[config.mk]
export PLATFORM = sky130hd
export DESIGN_NAME = mul_accum
export DESIGN_NICKNAME = d
export VERILOG_FILES = /design/src/rtl/mul_accum.sv
export SDC_FILE = /design/constraint.sdc
export NUM_CORES = 1
export LEC_CHECK = 0
export ABC_AREA = 0
export CORE_MARGIN = 2
export CORE_UTILIZATION = 42
export CTS_BUF_LIST = sky130_fd_sc_hd__clkbuf_4
export CTS_CLUSTER_DIAMETER = 120
export DETAILED_ROUTE_END_ITERATION = 10
export PLACE_DENSITY = 0.67
export SYNTH_ARGS = -nofsm -noshare
export SYNTH_HDL_FRONTEND = slang
export SYNTH_SLANG_ARGS = --single-unit
[constraint.sdc]
create_clock -name clk -period 2.75 [get_ports clk]
set_input_delay 0.825 -clock clk [delete_from_list [all_inputs] [get_ports clk]]
set_output_delay 0.825 -clock clk [all_outputs]
set_load 0.01 [all_outputs]
[src/rtl/mul_accum.sv]
// Sums COUNT unsigned 16-bit products into an ACC_W accumulator; MUL_ACCUM_SAT_EN selects saturation instead of wrap.
// Latency: sum/out_valid registered on the edge accepting the COUNT-th product; one result per COUNT+1 cycles at best.
// Backpressure: in_ready drops while a result is held; sum/ovf/out_valid hold until out_ready.
module mul_accum #(
    parameter int ACC_W = 24,
    parameter int COUNT = 4
) (
    input  logic             clk,
    input  logic             rst,
    input  logic [15:0]      mul,
    input  logic             in_valid,
    output logic             in_ready,
    output logic [ACC_W-1:0] sum,
    output logic             out_valid,
    input  logic             out_ready,
    output logic             ovf,
    output logic [7:0]       cnt
);

    typedef enum logic {
        ACCUM = 1'b0,
        HOLD  = 1'b1
    } state_t;

    state_t           state;
    state_t           state_nxt;
    logic [ACC_W-1:0] acc;
    logic [ACC_W-1:0] acc_upd;
    logic [ACC_W:0]   add_full;
    logic             sticky;
    logic             sticky_upd;
    logic             accept;
    logic             last;

    assign accept     = in_valid & in_ready;
    assign last       = (cnt == 8'(COUNT - 1));
    assign add_full   = {1'b0, acc} + {{(ACC_W - 15){1'b0}}, mul};
    assign sticky_upd = sticky | add_full[ACC_W];

`ifdef MUL_ACCUM_SAT_EN
    // once the group has overflowed, the accumulator is pinned at all-ones
    assign acc_upd = sticky_upd ? {ACC_W{1'b1}} : add_full[ACC_W-1:0];
`else
    assign acc_upd = add_full[ACC_W-1:0];
`endif

    always_ff @(posedge clk or posedge rst) begin
        if (rst) begin
            state <= ACCUM;
        end else begin
            state <= state_nxt;
        end
    end

    always_comb begin
        state_nxt = state;
        in_ready  = 1'b0;
        out_valid = 1'b0;
        case (state)
            ACCUM: begin
                in_ready = 1'b1;
                if (in_valid && last) begin
                    state_nxt = HOLD;
                end
            end
            HOLD: begin
                out_valid = 1'b1;
                if (out_ready) begin
                    state_nxt = ACCUM;
                end
            end
            default: state_nxt = ACCUM;
        endcase
    end

    always_ff @(posedge clk or posedge rst) begin
        if (rst) begin
            acc    <= '0;
            cnt    <= '0;
            sticky <= 1'b0;
            sum    <= '0;
            ovf    <= 1'b0;
        end else if (accept) begin
            if (last) begin
                sum    <= acc_upd;
                ovf    <= sticky_upd;
                acc    <= '0;
                cnt    <= '0;
                sticky <= 1'b0;
            end else begin
                acc    <= acc_upd;
                cnt    <= cnt + 8'd1;
                sticky <= sticky_upd;
            end
        end
    end

endmodule
==> flow_summary.yaml <==
floorplanning:
  dieArea_um2: 8920
  start_util_pct: 44.0
  num_io_pins: 55
  row_count: 32
  coreArea_um2: 7810
  dieHeight_um: 94.4
  die_w_um: 94.4
sta:
  period_share_pct: 97.1
  finalHoldViolCount: 0
  final-max-slew-violation-count: 0
  skew_ns: 0.00992
  tightestPinTransition_ns: 0.484
  rsz0062_at_grt: "true"
  finalSetupViolations: 0
  relSlewSlack_pct: 67.6
  period_minus_slack_ns: 2.67
  max_freq_mhz: 375
grt:
  grt_pass1_wl_um: 14700
  grt_pass1_vias: 3078
  grt_overflow_total: 0
  grt_max_degree: 60
  grt.total_usage_pct: 21.0
  antenna_found_initial: 0
min_path:
  worstHoldStart: "sum[7]"
  hp-class: "reg2reg"
synthesis:
  synth_ff_type: "dfrtp_1"
  synth_warnings: 0
  ys_seq_elements: 59
  syn_area_um2: 3440
  yosysTopAreaCellShare_pct: 43.0
  synth_area_per_cell_um2: 9.26
  syn_inst: 371
  async_flop_share_pct: 100
  synthTopCellsByCount: "nand2_1 (62), dfrtp_1 (59), o21ai_0 (29)"
  synth_cell_types: 55
  synth_edf_count: 0
  syn_nets: 409
  yosysTopAreaCell: "dfrtp_1"
  yosysSeqAreaShare_pct: 43.0
  yosysMostFrequentCell: "nand2_1"
  ys_top_cells_by_area: "dfrtp_1 (43%), nand2_1 (6.8%), ha_1 (6.2%)"
detailed_routing:
  ant_nets: 0
  drc_errors: 0
  firstDrtPassIters: 4
  routed_wl_um: 8720
  via_per_inst: 5.36
  vias: 3113
  wl_per_cell_um: 15.0
  drtIter0Drc: 135
critical_path:
  cp-start-kind: "input port"
  cp.arrival_ns: 2.96
  cp-end-kind: "register"
  critPathLaunch: "mul[12]"
  rr_startpoint: "acc[0]"
  path_class: "in2reg"
  rrSetupSlack_ns: 0.33
  crit_fanout: 7
  worstPathRequired_ns: 3.04
job:
  maxCapViolCount: 0
clock_tree:
  cts_root_buf: "clkbuf_4"
  h-tree-depth: 3
  postCtsSetupBuffers: 0
  cts_tree: "built"
  cts_buffer_depth: 2
  clk_pin_slew_worst_paths_ns: 0.10
  clock_latency_ns: 0.41
  numCtsBuffers: 9
  holdBufCountCts: 0
  cts_sinks: 59
pwr:
  p_leak_nw: 2.06
  peakVddDrop_mv: 0.552
  powerDensity_nw_per_um2: 1120
cells_and_area:
  layout.nets: 512
  stdcell_area_um2: 4660
  n_fill_cell: 704
  antenna_cells: 0
  drive_gt1_share_pct: 21.3
  area_growth_pct: 35.7
  fin_cells: 581
place:
  dp_cells: 565
  place_congestion: 0.950
  portBuffers: 54
  hpwlAfterDp_um: 6280
  placed_cell_area_um2: 4470
status:
  status: "complete, no violations"
registers in the layout (all words and copies together), names as in the netlist:
| name | cells |
|---|---|
| ovf | 1 |
| cnt | 8 |
| acc | 24 |
| state | 1 |
| sticky | 1 |
| sum | 24 |
layer usage:
| metal | vias to the layer above | track usage [%] | routed length (um) |
|---|---|---|---|
| met5 | - | 0 | 0 |
| met4 | 0 | 5.43 | 124 |
| met3 | 11 | 5.19 | 368 |
| met2 | 71 | 32.4 | 3860 |
| met1 | 1470 | 29.6 | 4370 |
| li1 | 1561 | - | - |
cell families (layout without fill, tap and decap cells):
group	count (synthesis)	count (layout)	synth area share (%)
fa+ha+maj	18	18	6.77
xor+xnor	20	20	5.10
mux	5	5	1.60
compound gates	97	97	19.2
flops	59	59	43.0
buf+inv	24	132	3.71
simple gates	148	148	20.7
repair_timing:
item / 4_1_cts / 5_1_grt
endpoints found under the setup margin: 17 / 17
pin swaps: 1 / 3
resized for setup: 5 / 7
per-stage QoR:
step / TNS, ns / hold WS (ns) / util, % / total power (W) / setup slack, ns
detailed placement: -16.02 / 0.459 / 57.3 / 0.00449 / -0.638
global route: 0 / 0.510 / 59.7 / 0.00564 / 0.00579
global placement: -15.12 / 0.452 / 57.3 / 0.00444 / -0.604
CTS: 0 / 0.482 / 59.2 / 0.00518 / 0.0107
finish: 0 / 0.475 / 59.7 / 0.00522 / 0.0804
floorplan: 0 / 0.453 / - / 0.00329 / 0.00552
cell type report:
| class | instances | area [um2] | share of cell area [%] |
|---|---|---|---|
| timing repair buffer | 111 | 980 | 21.0 |
| sequential | 59 | 1480 | 31.7 |
| clock inverter | 6 | 56.3 | 1.21 |
| multi-input combinational | 288 | 1930 | 41.3 |
| clock buffer | 10 | 75.1 | 1.61 |
| tap | 102 | 128 | 2.74 |
| inverter | 5 | 18.8 | 0.403 |
final timing paths:
path | end | cells past startpoint
worst max-delay path | sum[15] | 10
worst min-delay path | sum[7] | 2
max in group asynchronous | sum[22] | 3
min in group asynchronous | sum[21] | 3
worst max register to register | acc[8] | 9
worst min register to register | sum[7] | 2
report_power, final:
group / total, W / internal (W) / switching [W]
registers: 0.00151 / 0.00124 / 0.000270
clock network: 0.000622 / 0.000280 / 0.000342
logic: 0.00309 / 0.00158 / 0.00151
total: 0.00522 / 0.00310 / 0.00212
critical path, stage by stage:
cell and delay [ns]:
clkdlybuf4s50_1 0.42, ha_1 0.36, buf_4 0.17, a21oi_1 0.24, buf_4 0.21, nand2b_1 0.10
and3_1 0.15, a31oi_1 0.11, xnor2_1 0.25, o21ai_0 0.12
cells in the final DEF (no fill, tap or decap), types with 3 or more instances in the layout:
| cell | count |
|---|---|
| nand2_1 | 62 |
| dfrtp_1 | 59 |
| buf_4 | 56 |
| clkdlybuf4s50_1 | 53 |
| o21ai_0 | 28 |
| nor2_1 | 24 |
| nand3_1 | 17 |
| xnor2_1 | 17 |
| a21oi_1 | 15 |
| ha_1 | 15 |
| clkbuf_4 | 10 |
| nand4_1 | 8 |
| a31oi_1 | 8 |
| and3_1 | 7 |
| a22o_1 | 7 |
| o31ai_1 | 5 |
| inv_1 | 4 |
| a21o_1 | 4 |
| o211ai_1 | 4 |
| a211oi_2 | 4 |
| or3_1 | 4 |
| mux2_2 | 4 |
| nor3_2 | 3 |
| and2_1 | 3 |
| a211o_1 | 3 |
| nor4_1 | 3 |
| or4_1 | 3 |
| clkinv_2 | 3 |
Note: power is estimated with default switching activity, not from simulation.
==> variant, RTL diff (same settings) <==
Add a define of `MUL_ACCUM_SAT_EN`.
--- a/src/rtl/mul_accum.sv
+++ b/src/rtl/mul_accum.sv
@@ -2,4 +2,6 @@
 // Latency: sum/out_valid registered on the edge accepting the COUNT-th product; one result per COUNT+1 cycles at best.
 // Backpressure: in_ready drops while a result is held; sum/ovf/out_valid hold until out_ready.
+`define MUL_ACCUM_SAT_EN
+
 module mul_accum #(
     parameter int ACC_W = 24,
Behaviour: no difference found for any inputs over 4 cycles, from zero or initial values and one cycle with rst high; that may be too few to reach the edited logic, so the function may still have changed.
==> variant against the unedited design <==
Via count grew 4.8%; setup slack gained 1.9 ps; sequential cell count is the same; synthesized area grew 1.2%; combinational power grew 11%; non-clock buffer count grew 9; sequential share of layout area shrank 2.2 points; design area grew 7.5%; routed wire length grew 7.7%; clock skew grew 10 ps; power grew 9.5%; highest routed layer unchanged.
==> variant: results (changes against the unedited design) <==
Status: finished, final reports clean (unchanged)
P_leak: 2.15 nW (was 2.06 nW)
Placed wire-length estimate: 6630 um (was 6280 um)
Placer Congestion: 0.941 (was 0.950)
Placed inst area: 0.00464 mm^2 (was 0.00447 mm^2)
Pin count of the biggest net entering global routing: 60 (unchanged)
GRT Overall Usage: 22.3% (was 21.0%)
Hold Path End: sum[2] (was sum[7])
Hold Path Class: reg -> reg (unchanged)
DR iter-0 viols: 128 (was 135)
RR Endpoint: acc[20] (was acc[8])
Met2 wire len: 4650 um (was 3860 um)
Crit Path Max Fanout: 3 (was 7)
Clk_skew: 20.1 ps (was 9.92 ps)
YS warnings: 0 (unchanged)
CTS H-tree depth: 3 (unchanged)
Layout Nets: 542 (was 512)
M1 WL: 4310 um (was 4370 um)
Clock root cell: clkbuf_4 (unchanged)
Cells on worst reg2reg path: 9 (unchanged)
Clk buf depth: 2 (unchanged)
Seq/Total Area, Yosys: 42.5% (was 43.0%)
Top post-synthesis cells by count: 59 x dfrtp_1, 59 x nand2_1, 48 x o21ai_0, 40 x nor2_1, 26 x a21oi_1 (was 62 x nand2_1, 59 x dfrtp_1, 29 x o21ai_0, 25 x nor2_1, 18 x xnor2_1)
Hold Crit Start: sum[2] (was sum[7])
Peak supply drop: 0.000507 V (was 0.000552 V)
Slew @ Worst Pin: 593 ps (was 484 ps)
Initial antenna violation count: 0 (unchanged)
Worst-skew pair later-pin latency: 430 ps (was 410 ps)
Wire length per cell: 15.3 um (was 15.0 um)
Synth top area cells: dfrtp_1 42%, o21ai_0 6.9%, nand2_1 6.4% (was dfrtp_1 43%, nand2_1 6.8%, ha_1 6.2%)
RR Startpoint: acc[0] (unchanged)
Via density: 5.31 (was 5.36)
Crit path DAT: 2980 ps (was 2960 ps)
Met3 WL: 265 um (was 368 um)
Leading registers by flop count: acc x24, sum x24, cnt x8 (unchanged)
Yosys cell types: 50 (was 55)
Num CTS Buffers: 9 (unchanged)
Top layer in use: met4 (unchanged)
Mapped Nets: 431 (was 409)
Async SR Flop Fraction: 100% (unchanged)
Vias in the first global route: 3,163 (was 3,078)
Crit path launch: mul[10] (was mul[12])
Global-route wire length before repair: 15,600 um (was 14,700 um)
Hold Path Cell Cnt: 2 (unchanged)
Clk pin slew, worst setup/hold paths: 120 ps (was 100 ps)
Layout cells sized above 1: 26.5% (was 21.3%)
Reg-to-reg slack, setup: 180 ps (was 330 ps)
First-pass detailed-route iteration total: 4 (unchanged)
-- variant: report_power, final --
group	internal (mW)	switching, mW	total, mW
sequential	1.23	0.307	1.54
combinational	1.79	1.65	3.44
clock	0.380	0.359	0.739
-- variant: worst max-delay path: stages --
cell and delay (ps):
dlygate4sd2_1 260, ha_4 280, nand3_4 70, or4_4 490
o211a_4 170, buf_6 120, a2111oi_4 360, nand2_1 100
o221a_2 300
-- variant: cell families (layout without fill, tap and decap cells) --
group	Yosys count	after routing	synth area share, %
xor+xnor	26	26	6.55
flops	59	59	42.5
buf+inv	29	143	3.67
compound gates	120	120	22.3
fa+ha+maj	18	18	6.69
simple gates	141	143	18.3
-- variant: per-layer routing --
| layer | up-vias | track usage [%] |
|---|---|---|
| li1 | 1626 | - |
| met1 | 1552 | 28.5 |
| met2 | 68 | 37.7 |
| met3 | 16 | 3.75 |
| met4 | 0 | 8.45 |
| met5 | - | 0 |
-- variant: worst max path at each step --
stage / depth (start not counted) / to
6_report: 9 / acc[20]
5_1_grt: 12 / acc[15]
4_1_cts: 9 / acc[20]
3_5_place_dp: 10 / acc[19]
3_3_place_gp: 10 / acc[18]
2_1_floorplan: 10 / acc[20]
-- variant: timing repair --
| action | in CTS | in global routing |
|---|---|---|
| hold buffers | 0 | 0 |
| pin swaps | 14 | 18 |
| gates cloned | 1 | 1 |
| endpoints found under the setup margin | 49 | 28 |
| buffers inserted | 6 | 3 |
| resized for setup | 27 | 26 |
-- variant: per-stage QoR --
stage / cells / setup slack [ps] / hold WS (ps)
after floorplan: 393 / -186 / 454
after global placement: 587 / -752 / 466
after detailed placement: 587 / -793 / 474
after CTS: 610 / 2.17 / 503
after global routing: 614 / -2.08 / 531
final: 614 / 82.3 / 496
-- variant: layout make-up --
cell class	count	area (um^2)
well taps	105	131
clock buffers	10	75.1
inverters	7	26.3
repair buffers	120	1060
fillers	691	3120
clock inverters	6	90.1
flip-flops and latches	59	1480
multi-input cells	307	2150
